--- config.mk ---
export PLATFORM = sky130hd
export DESIGN_NAME = viterbi_frame_ctrl
export DESIGN_NICKNAME = d
export VERILOG_FILES = /design/src/rtl/viterbi_frame_ctrl.sv
export SDC_FILE = /design/constraint.sdc
export NUM_CORES = 1
export LEC_CHECK = 0
export BUFFER_PORTS_ARGS = -buffer_cell sky130_fd_sc_hd__buf_2
export CAP_MARGIN = 20
export CORE_ASPECT_RATIO = 0.9
export CORE_MARGIN = 1.5
export CORE_UTILIZATION = 50
export CTS_CLUSTER_DIAMETER = 200
export DETAILED_ROUTE_END_ITERATION = 16
export PLACE_DENSITY = 0.64
export SLEW_MARGIN = 5
export SYNTH_ARGS = -nofsm -noshare
export SYNTH_HDL_FRONTEND = slang
export SYNTH_SLANG_ARGS = --single-unit
export TNS_END_PERCENT = 10
--- constraint.sdc ---
create_clock -name clk -period 4.3 [get_ports clk]
set_clock_uncertainty 0.1 [all_clocks]
set_input_delay 0.215 -clock clk [delete_from_list [all_inputs] [get_ports clk]]
set_output_delay 0.215 -clock clk [all_outputs]
set_load 0.05 [all_outputs]
--- src/rtl/viterbi_frame_ctrl.sv ---
// viterbi_frame_ctrl
// Frame sequencer for the conv-encoder / channel / Viterbi-decoder chain.
// It buffers one FRAME_LEN-bit frame from a valid/ready source and streams it
// into the encoder. It then appends TAIL_LEN zero flush bits and keeps clocking
// zeros until the decoder has delivered every data bit. Decoder output is
// aligned to the buffered frame using a fixed DEC_LAT, and bit mismatches are
// counted.
//
// Optional build macro: CUM_STATS_EN
//   defined   : frame_count_o counts completed frames (saturating), and
//               err_count_o accumulates across frames until reset.
//   undefined : frame_count_o is tied to 0, and err_count_o restarts on each
//               accepted start_i.
//
// Ports
//   clk            clock, rising edge
//   rst            asynchronous active-low reset
//   start_i        begin a new frame (sampled in IDLE only)
//   busy_o         high in every state except IDLE
//   src_valid_i    source bit valid
//   src_data_i     source bit
//   src_ready_o    high in FILL only
//   enc_data_o     bit to the encoder
//   enc_enable_o   encoder clock enable
//   dec_data_i     bit from the decoder
//   out_valid_o    decoded bit valid (registered)
//   out_data_o     decoded bit (registered)
//   done_o         one-cycle pulse when a frame completes
//   err_count_o    mismatch count (saturating)
//   frame_count_o  completed-frame count (CUM_STATS_EN only, else 0)

module viterbi_frame_ctrl #(
    parameter int FRAME_LEN = 256,
    parameter int TAIL_LEN  = 2,
    parameter int DEC_LAT   = 4096,
    parameter int CNT_W     = 16
) (
    input  logic             clk,
    input  logic             rst,
    input  logic             start_i,
    output logic             busy_o,
    input  logic             src_valid_i,
    input  logic             src_data_i,
    output logic             src_ready_o,
    output logic             enc_data_o,
    output logic             enc_enable_o,
    input  logic             dec_data_i,
    output logic             out_valid_o,
    output logic             out_data_o,
    output logic             done_o,
    output logic [CNT_W-1:0] err_count_o,
    output logic [CNT_W-1:0] frame_count_o
);

    localparam int CYC_W   = $clog2(DEC_LAT + FRAME_LEN + TAIL_LEN + 1);
    localparam int IDX_W   = $clog2(FRAME_LEN + 1);
    localparam int BUF_IW  = $clog2(FRAME_LEN);
    localparam int CAP_END = DEC_LAT + FRAME_LEN - 1;
    localparam int STR_END = FRAME_LEN + TAIL_LEN - 1;
    // The run ends at whichever finishes later: the capture window or the
    // encoder data+tail stream. This keeps the tail bits from being skipped.
    localparam int RUN_END = (CAP_END > STR_END) ? CAP_END : STR_END;

    localparam logic [CYC_W-1:0] SEND_LAST = CYC_W'(FRAME_LEN - 1);
    localparam logic [CYC_W-1:0] TAIL_LAST = CYC_W'(STR_END);
    localparam logic [CYC_W-1:0] CAP_FIRST = CYC_W'(DEC_LAT);
    localparam logic [CYC_W-1:0] CAP_LAST  = CYC_W'(CAP_END);
    localparam logic [CYC_W-1:0] RUN_LAST  = CYC_W'(RUN_END);
    localparam logic [CYC_W-1:0] DATA_CYCS = CYC_W'(FRAME_LEN);
    localparam logic [IDX_W-1:0] IDX_LAST  = IDX_W'(FRAME_LEN - 1);

    typedef enum logic [2:0] {
        S_IDLE,
        S_FILL,
        S_SEND,
        S_TAIL,
        S_DRAIN,
        S_DONE
    } state_t;

    state_t               state_q, state_d;
    logic [FRAME_LEN-1:0] buf_q, buf_d;
    logic [IDX_W-1:0]     idx_q, idx_d;
    logic [CYC_W-1:0]     cyc_q, cyc_d;
    logic                 out_valid_q, out_valid_d;
    logic                 out_data_q, out_data_d;
    logic [CNT_W-1:0]     err_q, err_d;
    logic                 active;
    logic                 capture;
    logic [BUF_IW-1:0]    k_idx;
`ifdef CUM_STATS_EN
    logic [CNT_W-1:0]     frame_q, frame_d;
`endif

    always_comb begin
        state_d     = state_q;
        buf_d       = buf_q;
        idx_d       = idx_q;
        cyc_d       = cyc_q;
        err_d       = err_q;
        out_valid_d = 1'b0;
        out_data_d  = 1'b0;
        enc_data_o  = 1'b0;
        k_idx       = BUF_IW'(cyc_q - CAP_FIRST);

        active       = (state_q == S_SEND) || (state_q == S_TAIL) || (state_q == S_DRAIN);
        busy_o       = (state_q != S_IDLE);
        src_ready_o  = (state_q == S_FILL);
        enc_enable_o = active;
        done_o       = (state_q == S_DONE);

        // Buffered data goes out first; flush and drain cycles send zeros.
        if (active && (cyc_q < DATA_CYCS)) begin
            enc_data_o = buf_q[cyc_q[BUF_IW-1:0]];
        end

        // The capture window depends only on cyc. It may therefore overlap
        // SEND or TAIL when the decoder latency is short.
        capture = active && (cyc_q >= CAP_FIRST) && (cyc_q <= CAP_LAST);
        if (capture) begin
            out_valid_d = 1'b1;
            out_data_d  = dec_data_i;
            if ((dec_data_i != buf_q[k_idx]) && (err_q != '1)) begin
                err_d = err_q + CNT_W'(1);
            end
        end

        case (state_q)
            S_IDLE: begin
                if (start_i) begin
                    state_d = S_FILL;
                    idx_d   = '0;
                    cyc_d   = '0;
`ifndef CUM_STATS_EN
                    err_d   = '0;
`endif
                end
            end
            S_FILL: begin
                if (src_valid_i) begin
                    buf_d[idx_q[BUF_IW-1:0]] = src_data_i;
                    idx_d = idx_q + IDX_W'(1);
                    if (idx_q == IDX_LAST) begin
                        state_d = S_SEND;
                        cyc_d   = '0;
                    end
                end
            end
            S_SEND: begin
                cyc_d = cyc_q + CYC_W'(1);
                if (cyc_q == RUN_LAST) begin
                    state_d = S_DONE;
                end else if (cyc_q == SEND_LAST) begin
                    state_d = (TAIL_LEN > 0) ? S_TAIL : S_DRAIN;
                end
            end
            S_TAIL: begin
                cyc_d = cyc_q + CYC_W'(1);
                if (cyc_q == RUN_LAST) begin
                    state_d = S_DONE;
                end else if (cyc_q == TAIL_LAST) begin
                    state_d = S_DRAIN;
                end
            end
            S_DRAIN: begin
                cyc_d = cyc_q + CYC_W'(1);
                if (cyc_q == RUN_LAST) begin
                    state_d = S_DONE;
                end
            end
            S_DONE: begin
                state_d = S_IDLE;
            end
            default: begin
                state_d = S_IDLE;
            end
        endcase
    end

`ifdef CUM_STATS_EN
    always_comb begin
        frame_d = frame_q;
        if ((state_q == S_DONE) && (frame_q != '1)) begin
            frame_d = frame_q + CNT_W'(1);
        end
    end

    always_ff @(posedge clk or negedge rst) begin
        if (!rst) begin
            frame_q <= '0;
        end else begin
            frame_q <= frame_d;
        end
    end

    assign frame_count_o = frame_q;
`else
    assign frame_count_o = '0;
`endif

    always_ff @(posedge clk or negedge rst) begin
        if (!rst) begin
            state_q     <= S_IDLE;
            buf_q       <= '0;
            idx_q       <= '0;
            cyc_q       <= '0;
            out_valid_q <= 1'b0;
            out_data_q  <= 1'b0;
            err_q       <= '0;
        end else begin
            state_q     <= state_d;
            buf_q       <= buf_d;
            idx_q       <= idx_d;
            cyc_q       <= cyc_d;
            out_valid_q <= out_valid_d;
            out_data_q  <= out_data_d;
            err_q       <= err_d;
        end
    end

    assign out_valid_o = out_valid_q;
    assign out_data_o  = out_data_q;
    assign err_count_o = err_q;

endmodule
==> qor.txt, run 1 <==
RePlAce Congestion -> 0.767
most frequent cells in the layout -> 301 x nand2_1, 296 x dfrtp_1, 259 x mux2_2
crit end category -> output port
Slew HR -> 0.318
WP data required -> 3980 ps
WL final -> 38,500 um
global route total overflow -> 0
vias in the first global route -> 10,500
router iterations before antenna repair -> 5
Hold Path Class -> in2reg
synth unique cells -> 71
Row Count -> 61
leakage -> 8.01 nW
Die X -> 189 um
first-pass GRT wire length -> 61,600 um
crit path DAT -> 3780 ps
f_max -> 0.244 GHz
power per cell area -> 432 nW/um2
Initial DRC Count -> 724
Least-Margin Pin Slew -> 1020 ps
initial antenna violation count -> 0
layout cells sized above 1 -> 0.338
clock tree buffer depth -> 3
clock root cell -> clkbuf_16
die area -> 32,300 um2
# clock sinks -> 299
Skew-Pair Late Insertion Delay -> 510 ps
Post-Syn Area -> 15,600 um2
Clk pin slew, worst setup/hold paths -> 60 ps
Port Buf Inserts -> 28
CP max FO -> 32
Syn. warnings -> 0
Inserted Diodes -> 0
chip height -> 171 um
# DRC -> 0
Yosys top cell area share -> 0.479
Antenna Nets Post-Route -> 0
DR vias -> 10,400
final non-filler cell total -> 1,775
CTS tree -> built
Post-synth EDFFs -> 0
CTS Buf Count -> 34
fin crit share -> 0.951
minimum clock period -> 4090 ps
sequential area share after synthesis -> 0.479
# nets final -> 1,357
htree depth -> 2
number of vias per cell -> 5.84
initial core utilization -> 0.506
# setup viols final -> 0
leading cell type in the layout, fill and taps excluded -> nand2_1
Synth area leader -> dfrtp_1
status -> completed
Cell Area, Placed -> 16,100 um2
MaxCap Viol Count -> 0
Mapped Cells -> 1,328
max-slew violations -> 0
drt wl/cell -> 21.7 um
core area -> 30,800 um2
peak supply drop -> 326 uV
ys async rst share -> 1.00
dpl cells -> 1,708
largest net degree at the start of global routing -> 128
prevailing post-synth register cell -> dfrtp_1
WS Path Type -> reg2out
CP Launch Type -> register
setup tns final -> 0 ps
# IOs -> 45
unrepaired setup endpoints after global routing -> false
Synth-to-Final Area Change -> 10.9%
top cells by area, synth -> dfrtp_1 48%, mux2_2 19%, mux4_2 7.4%
Design Area, Final -> 17,300 um2
Final Hold Vio Count -> 0
DP HPWL -> 22,700 um
# fillers -> 2,636
post-synthesis register bit count -> 299
GR Util All Layers -> 0.248
Syn Area/Cell -> 11.8 um2
## Yosys cell counts, types with 3 or more instances
| cell | n |
|---|---|
| nand2b_1 | 12 |
| or4_1 | 4 |
| dfrtp_1 | 299 |
| mux2_2 | 259 |
| o31ai_1 | 3 |
| nand4_1 | 15 |
| a21oi_1 | 12 |
| and2_1 | 6 |
| buf_2 | 13 |
| inv_1 | 8 |
| nor4_1 | 4 |
| ha_1 | 8 |
| o21ai_0 | 16 |
| and3_1 | 7 |
| nand2_1 | 301 |
| mux4_2 | 51 |
| buf_4 | 17 |
| xnor2_1 | 7 |
| clkbuf_1 | 73 |
| nand3_1 | 13 |
| xor2_1 | 13 |
| buf_8 | 3 |
| nor2_1 | 48 |
| mux2i_1 | 36 |
| o211ai_1 | 3 |
| nor3_1 | 16 |
| or3_1 | 7 |
| buf_1 | 6 |
| mux4_1 | 11 |
| buf_12 | 4 |
## metrics by stage
stage                      util  hold slack, ps  total power [mW]  worst slack (ps)
after floorplan               -            -181              4.28               988
after global placement    0.523             250              4.65               354
after detailed placement  0.524             252              4.66               276
after CTS                 0.560            16.9              7.51              33.9
after global routing      0.561            74.6              7.79              44.6
final                     0.561            33.2              7.47               209
## where the power goes
| part | switching [mW] | leakage, nW | internal, mW | total, mW |
|---|---|---|---|---|
| Clock | 1.15 | 0.535 | 1.69 | 2.85 |
| Sequential | 0.202 | 4.16 | 2.88 | 3.09 |
| Combinational | 0.932 | 3.31 | 0.609 | 1.54 |
| Total | 2.29 | 8.01 | 5.19 | 7.47 |
## worst max-delay path: stages, from the launching register on
cell and delay, ps:
dfrtp_4 680, buf_12 330, mux4_1 600, a22oi_1 150
nand3_1 110, o22ai_1 340, a32o_1 390, nor3_1 100
buf_4 170, and3b_1 170, buf_2 200
## metal layers
layer	up-vias	routed length, um	track usage
met3	56	2040	0.0379
met4	0	822	0.0635
met2	225	17600	0.386
li1	4693	-	-
met1	5392	18000	0.364
met5	-	0	0
## registers in the layout (all words and copies together), names as in the netlist
register     cells
out_valid_o      1
cyc_q           13
err_count_o     16
state_q          3
buf_q          256
idx_q            9
out_data_o       1
## logic make-up (layout without fill, tap and decap cells)
kind of cell | count (synthesis) | count (layout) | synth area share
xor gates and xnor gates | 20 | 20 | 0.0112
muxes | 357 | 357 | 0.302
AOI/OAI and AO/OA | 68 | 68 | 0.0328
buffers and inverters | 128 | 151 | 0.0435
other | 1 | 16 | 0.000240
DFF | 299 | 299 | 0.479
and+or+nand+nor | 447 | 447 | 0.124
adders and majority gates | 8 | 8 | 0.00641
## cell type report
| cell class | instances | area [um2] | share of cell area |
|---|---|---|---|
| Inverter | 9 | 35.0 | 0.00202 |
| Sequential cell | 299 | 7490 | 0.433 |
| Timing Repair Buffer | 83 | 651 | 0.0376 |
| Clock buffer | 53 | 1020 | 0.0591 |
| Multi-Input combinational cell | 916 | 7540 | 0.436 |
| Tap cell | 409 | 512 | 0.0296 |
| Clock inverter | 6 | 58.8 | 0.00340 |
## timing repair
item,CTS,global route
hold buffers,3,0
endpoints found under the setup margin,0,1
hold endpoints to repair,111,0
buffers inserted,0,1
resized for setup,0,0
## worst paths after layout
path,startpoint,end,slack [ps],cells past startpoint
min,start_i,state_q[2],30,5
min reg2reg,buf_q[137],buf_q[137],390,1
max,cyc_q[0],enc_data_o,210,10
max reg2reg,cyc_q[0],err_count_o[13],410,10
min in group asynchronous,rst,err_count_o[9],240,2
max in group asynchronous,rst,buf_q[77],2760,3
Note: power is estimated with default switching activity, not from simulation.
==> run 2: changes to the inputs <==
==> config.mk (replaced) <==
export PLATFORM = sky130hd
export DESIGN_NAME = viterbi_frame_ctrl
export DESIGN_NICKNAME = d
export VERILOG_FILES = /design/src/rtl/viterbi_frame_ctrl.sv
export SDC_FILE = /design/constraint.sdc
export NUM_CORES = 1
export LEC_CHECK = 0
export BUFFER_PORTS_ARGS = -buffer_cell sky130_fd_sc_hd__buf_4
export CAP_MARGIN = 20
export CORE_ASPECT_RATIO = 0.9
export CORE_MARGIN = 1.5
export CORE_UTILIZATION = 50
export CTS_CLUSTER_DIAMETER = 200
export DETAILED_ROUTE_END_ITERATION = 16
export PLACE_DENSITY = 0.64
export SLEW_MARGIN = 0
export SYNTH_ARGS = -nofsm -noshare
export SYNTH_HDL_FRONTEND = slang
export SYNTH_SLANG_ARGS = --single-unit
export TNS_END_PERCENT = 30
==> run 2 against run 1 <==
  * Non-clock buffer count rose by 5
  * Cell area rose by 0.82%
  * Count of clock-buffer cells in the layout fell by 4
  * Via count barely moved
  * Global-route usage rose by 0.36 points
  * Critical path depth fell by 1
  * Critical path type unchanged
  * Sequential share of layout area fell by 0.35 points
  * Register-to-register slack improved by 60 ps
  * Die area did not move
==> qor.txt, run 2 (synthesized netlist as in run 1, its figures left out) <==
Design Area, Final -> 17,500 um2 (was 17,300 um2)
MaxCap Viol Count -> 0 (unchanged)
Cell Area, Placed -> 16,300 um2 (was 16,100 um2)
CP Launch Type -> register (unchanged)
Synth-to-Final Area Change -> 11.8% (was 10.9%)
Slew HR -> 0.278 (was 0.318)
drt wl/cell -> 22.0 um (was 21.7 um)
Antenna Nets Post-Route -> 0 (unchanged)
chip height -> 171 um (unchanged)
CP max FO -> 18 (was 32)
peak supply drop -> 378 uV (was 326 uV)
Die X -> 189 um (unchanged)
Final Hold Vio Count -> 0 (unchanged)
die area -> 32,300 um2 (unchanged)
GR Util All Layers -> 0.251 (was 0.248)
dpl cells -> 1,714 (was 1,708)
core area -> 30,800 um2 (unchanged)
power per cell area -> 435 nW/um2 (was 432 nW/um2)
most frequent cells in the layout -> 301 x nand2_1, 296 x dfrtp_1, 259 x mux2_2 (unchanged)
leading cell type in the layout, fill and taps excluded -> nand2_1 (unchanged)
Clk pin slew, worst setup/hold paths -> 60 ps (about the same)
# nets final -> 1,362 (was 1,357)
initial core utilization -> 0.506 (unchanged)
clock share of power -> 0.387 (was 0.381)
leakage -> 8.05 nW (was 8.01 nW)
Port Buf Inserts -> 28 (unchanged)
worst r2r path cells -> 10 (unchanged)
WS Path Type -> reg2out (unchanged)
unrepaired setup endpoints after global routing -> false (unchanged)
setup tns final -> 0 ps (unchanged)
layout cells sized above 1 -> 0.342 (was 0.338)
first-pass GRT wire length -> 62,000 um (was 61,600 um)
DP HPWL -> 24,300 um (was 22,700 um)
CTS Buf Count -> 34 (unchanged)
max FFs per register -> 256 (unchanged)
crit path DAT -> 3680 ps (was 3780 ps)
final worst slack -> 301 ps (was 209 ps)
status -> completed (unchanged)
crit end category -> output port (unchanged)
# clock sinks -> 299 (unchanged)
vias in the first global route -> 10,500 (about the same)
Gate power share -> 0.211 (was 0.206)
Biggest register -> buf_q (unchanged)
PostCTS Resize Cnt -> 0 (unchanged)
number of vias per cell -> 5.82 (was 5.84)
# setup viols final -> 0 (unchanged)
Skew-Pair Late Insertion Delay -> 520 ps (was 510 ps)
Hold Path Class -> in2reg (unchanged)
# fillers -> 2,627 (was 2,636)
total power -> 7.58 mW (was 7.47 mW)
global route total overflow -> 0 (unchanged)
final non-filler cell total -> 1,779 (was 1,775)
initial antenna violation count -> 0 (unchanged)
# IOs -> 45 (unchanged)
hold path cells -> 5 (unchanged)
Row Count -> 61 (unchanged)
hold_ws -> 35.9 ps (was 33.2 ps)
WL final -> 39,100 um (was 38,500 um)
f_max -> 0.250 GHz (was 0.244 GHz)
htree depth -> 2 (unchanged)
clock tree buffer depth -> 3 (unchanged)
Least-Margin Pin Slew -> 1080 ps (was 1020 ps)
CTS tree -> built (unchanged)
minimum clock period -> 4000 ps (was 4090 ps)
# DRC -> 0 (unchanged)
DR vias -> 10,400 (about the same)
dpl ws -> 514 ps (was 276 ps)
RePlAce Congestion -> 0.841 (was 0.767)
internal power -> 5.28 mW (was 5.19 mW)
router iterations before antenna repair -> 4 (was 5)
final core utilization -> 0.566 (was 0.561)
switch share -> 0.304 (was 0.306)
Inserted Diodes -> 0 (unchanged)
largest net degree at the start of global routing -> 136 (was 128)
Initial DRC Count -> 630 (was 724)
WP data required -> 3980 ps (about the same)
Seq pwr share -> 0.402 (was 0.413)
fin crit share -> 0.930 (was 0.951)
NetSw -> 2.30 mW (was 2.29 mW)
clock root cell -> clkbuf_16 (unchanged)
max-slew violations -> 0 (unchanged)
run 2: changes by cell type in the layout (fill, tap and decap cells not counted):
cell        delta
inv_6          -1
clkinvlp_4     +2
bufinv_16      +1
clkbuf_1       -3
clkbuf_8       -3
buf_2         -26
buf_4         +31
clkinv_2       +1
clkbuf_16      +2
run 2: power groups by stage:
| stage | registers (mW) | clock network, mW | logic [mW] |
|---|---|---|---|
| after global placement | 3.09 | 0 | 1.60 |
| final | 3.05 | 2.93 | 1.60 |
| after detailed placement | 3.09 | 0 | 1.61 |
| after global routing | 3.06 | 3.11 | 1.73 |
| after CTS | 3.04 | 2.99 | 1.62 |
| after floorplan | 2.96 | 0 | 1.32 |
run 2: final timing paths:
kind / from / to / slack, ps
setup / recovery: cyc_q[1] / enc_data_o / 300
hold / removal: start_i / state_q[2] / 40
setup reg to reg: cyc_q[1] / err_count_o[13] / 470
hold reg to reg: buf_q[9] / buf_q[9] / 400
max in group asynchronous: rst / buf_q[176] / 2740
min in group asynchronous: rst / err_count_o[8] / 230
run 2: critical path, stage by stage, from the launching register on:
cell and delay, ps:
dfrtp_2 650, buf_4 370, mux4_2 360, mux4_2 480
o2111a_1 280, nor4_4 360, nor3_1 130, buf_4 170
and3b_1 180, buf_4 180
run 2: repair_timing:
action                    CTS  global route
setup buffers               0             0
hold buffers                3             0
hold endpoints to repair  101             0
run 2: metal layers:
layer / global-route usage / vias up / routed length, um
met1: 0.358 / 5338 / 17900
met2: 0.393 / 258 / 17900
li1: - / 4689 / -
met4: 0.0773 / 0 / 1100
met5: 0 / - / 0
met3: 0.0464 / 71 / 2160
run 2: cell type report:
class	instances	area, um2	share of cell area
tap	409	512	0.0293
sequential	299	7490	0.429
timing repair buffer	88	753	0.0432
clock inverter	9	100	0.00574
multi-input combinational	916	7540	0.432
clock buffer	49	1020	0.0585
inverter	9	35.0	0.00201
==> run 3: changes to the inputs <==
--- a/config.mk
+++ b/config.mk
@@ -13,6 +13,8 @@
 export CTS_CLUSTER_DIAMETER = 200
 export DETAILED_ROUTE_END_ITERATION = 16
 export PLACE_DENSITY = 0.64
+export RECOVER_POWER = 100
+export SKIP_CTS_REPAIR_TIMING = 1
 export SLEW_MARGIN = 0
 export SYNTH_ARGS = -nofsm -noshare
 export SYNTH_HDL_FRONTEND = slang
==> run 3 against run 2 <==
  * The flow now finishes with violations (capacitance limit, slew limit)
  * Global-route usage is essentially flat
  * Maximum frequency shrank 0.94%
  * Cell area shrank 1.3%
  * Worst hold slack lost 3.2 ps
  * Critical path type unchanged
  * Critical endpoint unchanged
==> qor.txt, run 3 (synthesized netlist as in run 1, its figures left out) <==
status -> complete, but fails checks (was completed)
failing checks -> capacitance limit, slew limit
global route total overflow -> 0 (unchanged)
CTS Buf Count -> 34 (unchanged)
setup tns final -> 0 ps (unchanged)
final worst slack -> 263 ps (was 301 ps)
GR Util All Layers -> 0.251 (about the same)
WS Path Type -> reg2out (unchanged)
RePlAce Congestion -> 0.841 (unchanged)
power per cell area -> 439 nW/um2 (was 435 nW/um2)
MaxCap Viol Count -> 4 (was 0)
Initial DRC Count -> 668 (was 630)
crit-path most repeated cell -> buf_4 (unchanged)
WP data required -> 3980 ps (about the same)
dpl cells -> 1,714 (unchanged)
fin crit share -> 0.939 (was 0.930)
final non-filler cell total -> 1,779 (unchanged)
WL final -> 39,100 um (about the same)
Synth-to-Final Area Change -> 10.3% (was 11.8%)
max-slew violations -> 143 (was 0)
hold_ws -> 32.8 ps (was 35.9 ps)
leakage -> 7.84 nW (was 8.05 nW)
Row Count -> 61 (unchanged)
DR vias -> 10,400 (about the same)
CP Launch Type -> register (unchanged)
Clk pin slew, worst setup/hold paths -> 60 ps (about the same)
Biggest register -> buf_q (unchanged)
Die X -> 189 um (unchanged)
total power -> 7.55 mW (was 7.58 mW)
max FFs per register -> 256 (unchanged)
initial antenna violation count -> 0 (unchanged)
htree depth -> 2 (unchanged)
drt wl/cell -> 22.0 um (about the same)
most frequent cells in the layout -> 301 x nand2_1, 297 x dfrtp_1, 259 x mux2_2 (was 301 x nand2_1, 296 x dfrtp_1, 259 x mux2_2)
clock root cell -> clkbuf_16 (unchanged)
Slew HR -> -0.825 (was 0.278)
dpl ws -> 514 ps (unchanged)
initial core utilization -> 0.506 (unchanged)
CP max FO -> 10 (was 18)
first-pass GRT wire length -> 62,000 um (about the same)
vias in the first global route -> 10,500 (about the same)
clock tree buffer depth -> 3 (unchanged)
# DRC -> 0 (unchanged)
Skew-Pair Late Insertion Delay -> 520 ps (about the same)
Crit path largest cell delay -> 620 ps (was 650 ps)
Port Buf Inserts -> 28 (unchanged)
number of vias per cell -> 5.82 (about the same)
Hold Path Class -> in2reg (unchanged)
CTS tree -> built (unchanged)
Inserted Diodes -> 0 (unchanged)
Antenna Nets Post-Route -> 0 (unchanged)
core area -> 30,800 um2 (unchanged)
peak supply drop -> 377 uV (was 378 uV)
critical path's slowest cell -> dfrtp_1 (was dfrtp_2)
router iterations before antenna repair -> 4 (unchanged)
leading cell type in the layout, fill and taps excluded -> nand2_1 (unchanged)
layout cells sized above 1 -> 0.307 (was 0.342)
# IOs -> 45 (unchanged)
# clock sinks -> 299 (unchanged)
Least-Margin Pin Slew -> 2740 ps (was 1080 ps)
unrepaired setup endpoints after global routing -> false (unchanged)
f_max -> 0.248 GHz (was 0.250 GHz)
crit end category -> output port (unchanged)
chip height -> 171 um (unchanged)
crit path DAT -> 3720 ps (was 3680 ps)
Final Hold Vio Count -> 0 (unchanged)
# setup viols final -> 0 (unchanged)
die area -> 32,300 um2 (unchanged)
largest net degree at the start of global routing -> 136 (unchanged)
# nets final -> 1,362 (unchanged)
minimum clock period -> 4040 ps (was 4000 ps)
DP HPWL -> 24,300 um (unchanged)
worst path cell trace -> buf_4, mux4_1, mux2i_1, mux4_2, o22ai_1, nor4_4, nor3_1, buf_4, and3b_1, buf_4 (was buf_4, mux4_2, mux4_2, o2111a_1, nor4_4, nor3_1, buf_4, and3b_1, buf_4)
-- run 3: worst max-delay path: cells and delay by family (launching register included) --
family                 cells  cell delay (ps)
muxes                      3             1010
AOI/OAI and AO/OA          1              100
buffers and inverters      3              670
and+or+nand+nor            3              790
DFF                        1              620
-- run 3: final timing paths --
check | startpoint | to | slack, ps | cells after the start
min in group asynchronous | rst | err_count_o[8] | 960 | 2
min reg2reg | buf_q[9] | buf_q[9] | 400 | 1
max reg2reg | state_q[1] | buf_q[64] | 270 | 7
min | start_i | state_q[2] | 30 | 5
max | cyc_q[0] | enc_data_o | 260 | 10
max in group asynchronous | rst | buf_q[70] | 860 | 3
-- run 3: metal layers --
metal	vias up	wire length, um	GRT usage	part of all wire
li1	4697	-	-	-
met1	5344	18000	0.357	0.46
met2	257	18000	0.392	0.46
met3	62	2150	0.0464	0.055
met4	0	994	0.0773	0.025
met5	-	0	0	0
-- run 3: area by class of cell --
type,count,area [um2]
fillers,2682,13600
multi-input cells,916,7510
flip-flops and latches,299,7480
clock buffers,49,1020
repair buffers,88,559
well taps,409,512
clock inverters,9,100
inverters,9,35.0
-- run 3: report_power, final --
part           leakage, nW  total, mW  switching [mW]  internal, mW
clock                0.548       2.94            1.17          1.77
sequential            4.16       3.04           0.160          2.88
combinational         3.13       1.58           0.976         0.600
total                 7.84       7.55            2.30          5.25
-- run 3: per-stage QoR --
stage | instance area [um2] | util
4_1_cts | 17400 | 0.564
5_1_grt | 17200 | 0.558
3_5_place_dp | 16300 | 0.527
3_3_place_gp | 16300 | 0.527
6_report | 17200 | 0.558
2_1_floorplan | 15700 | -
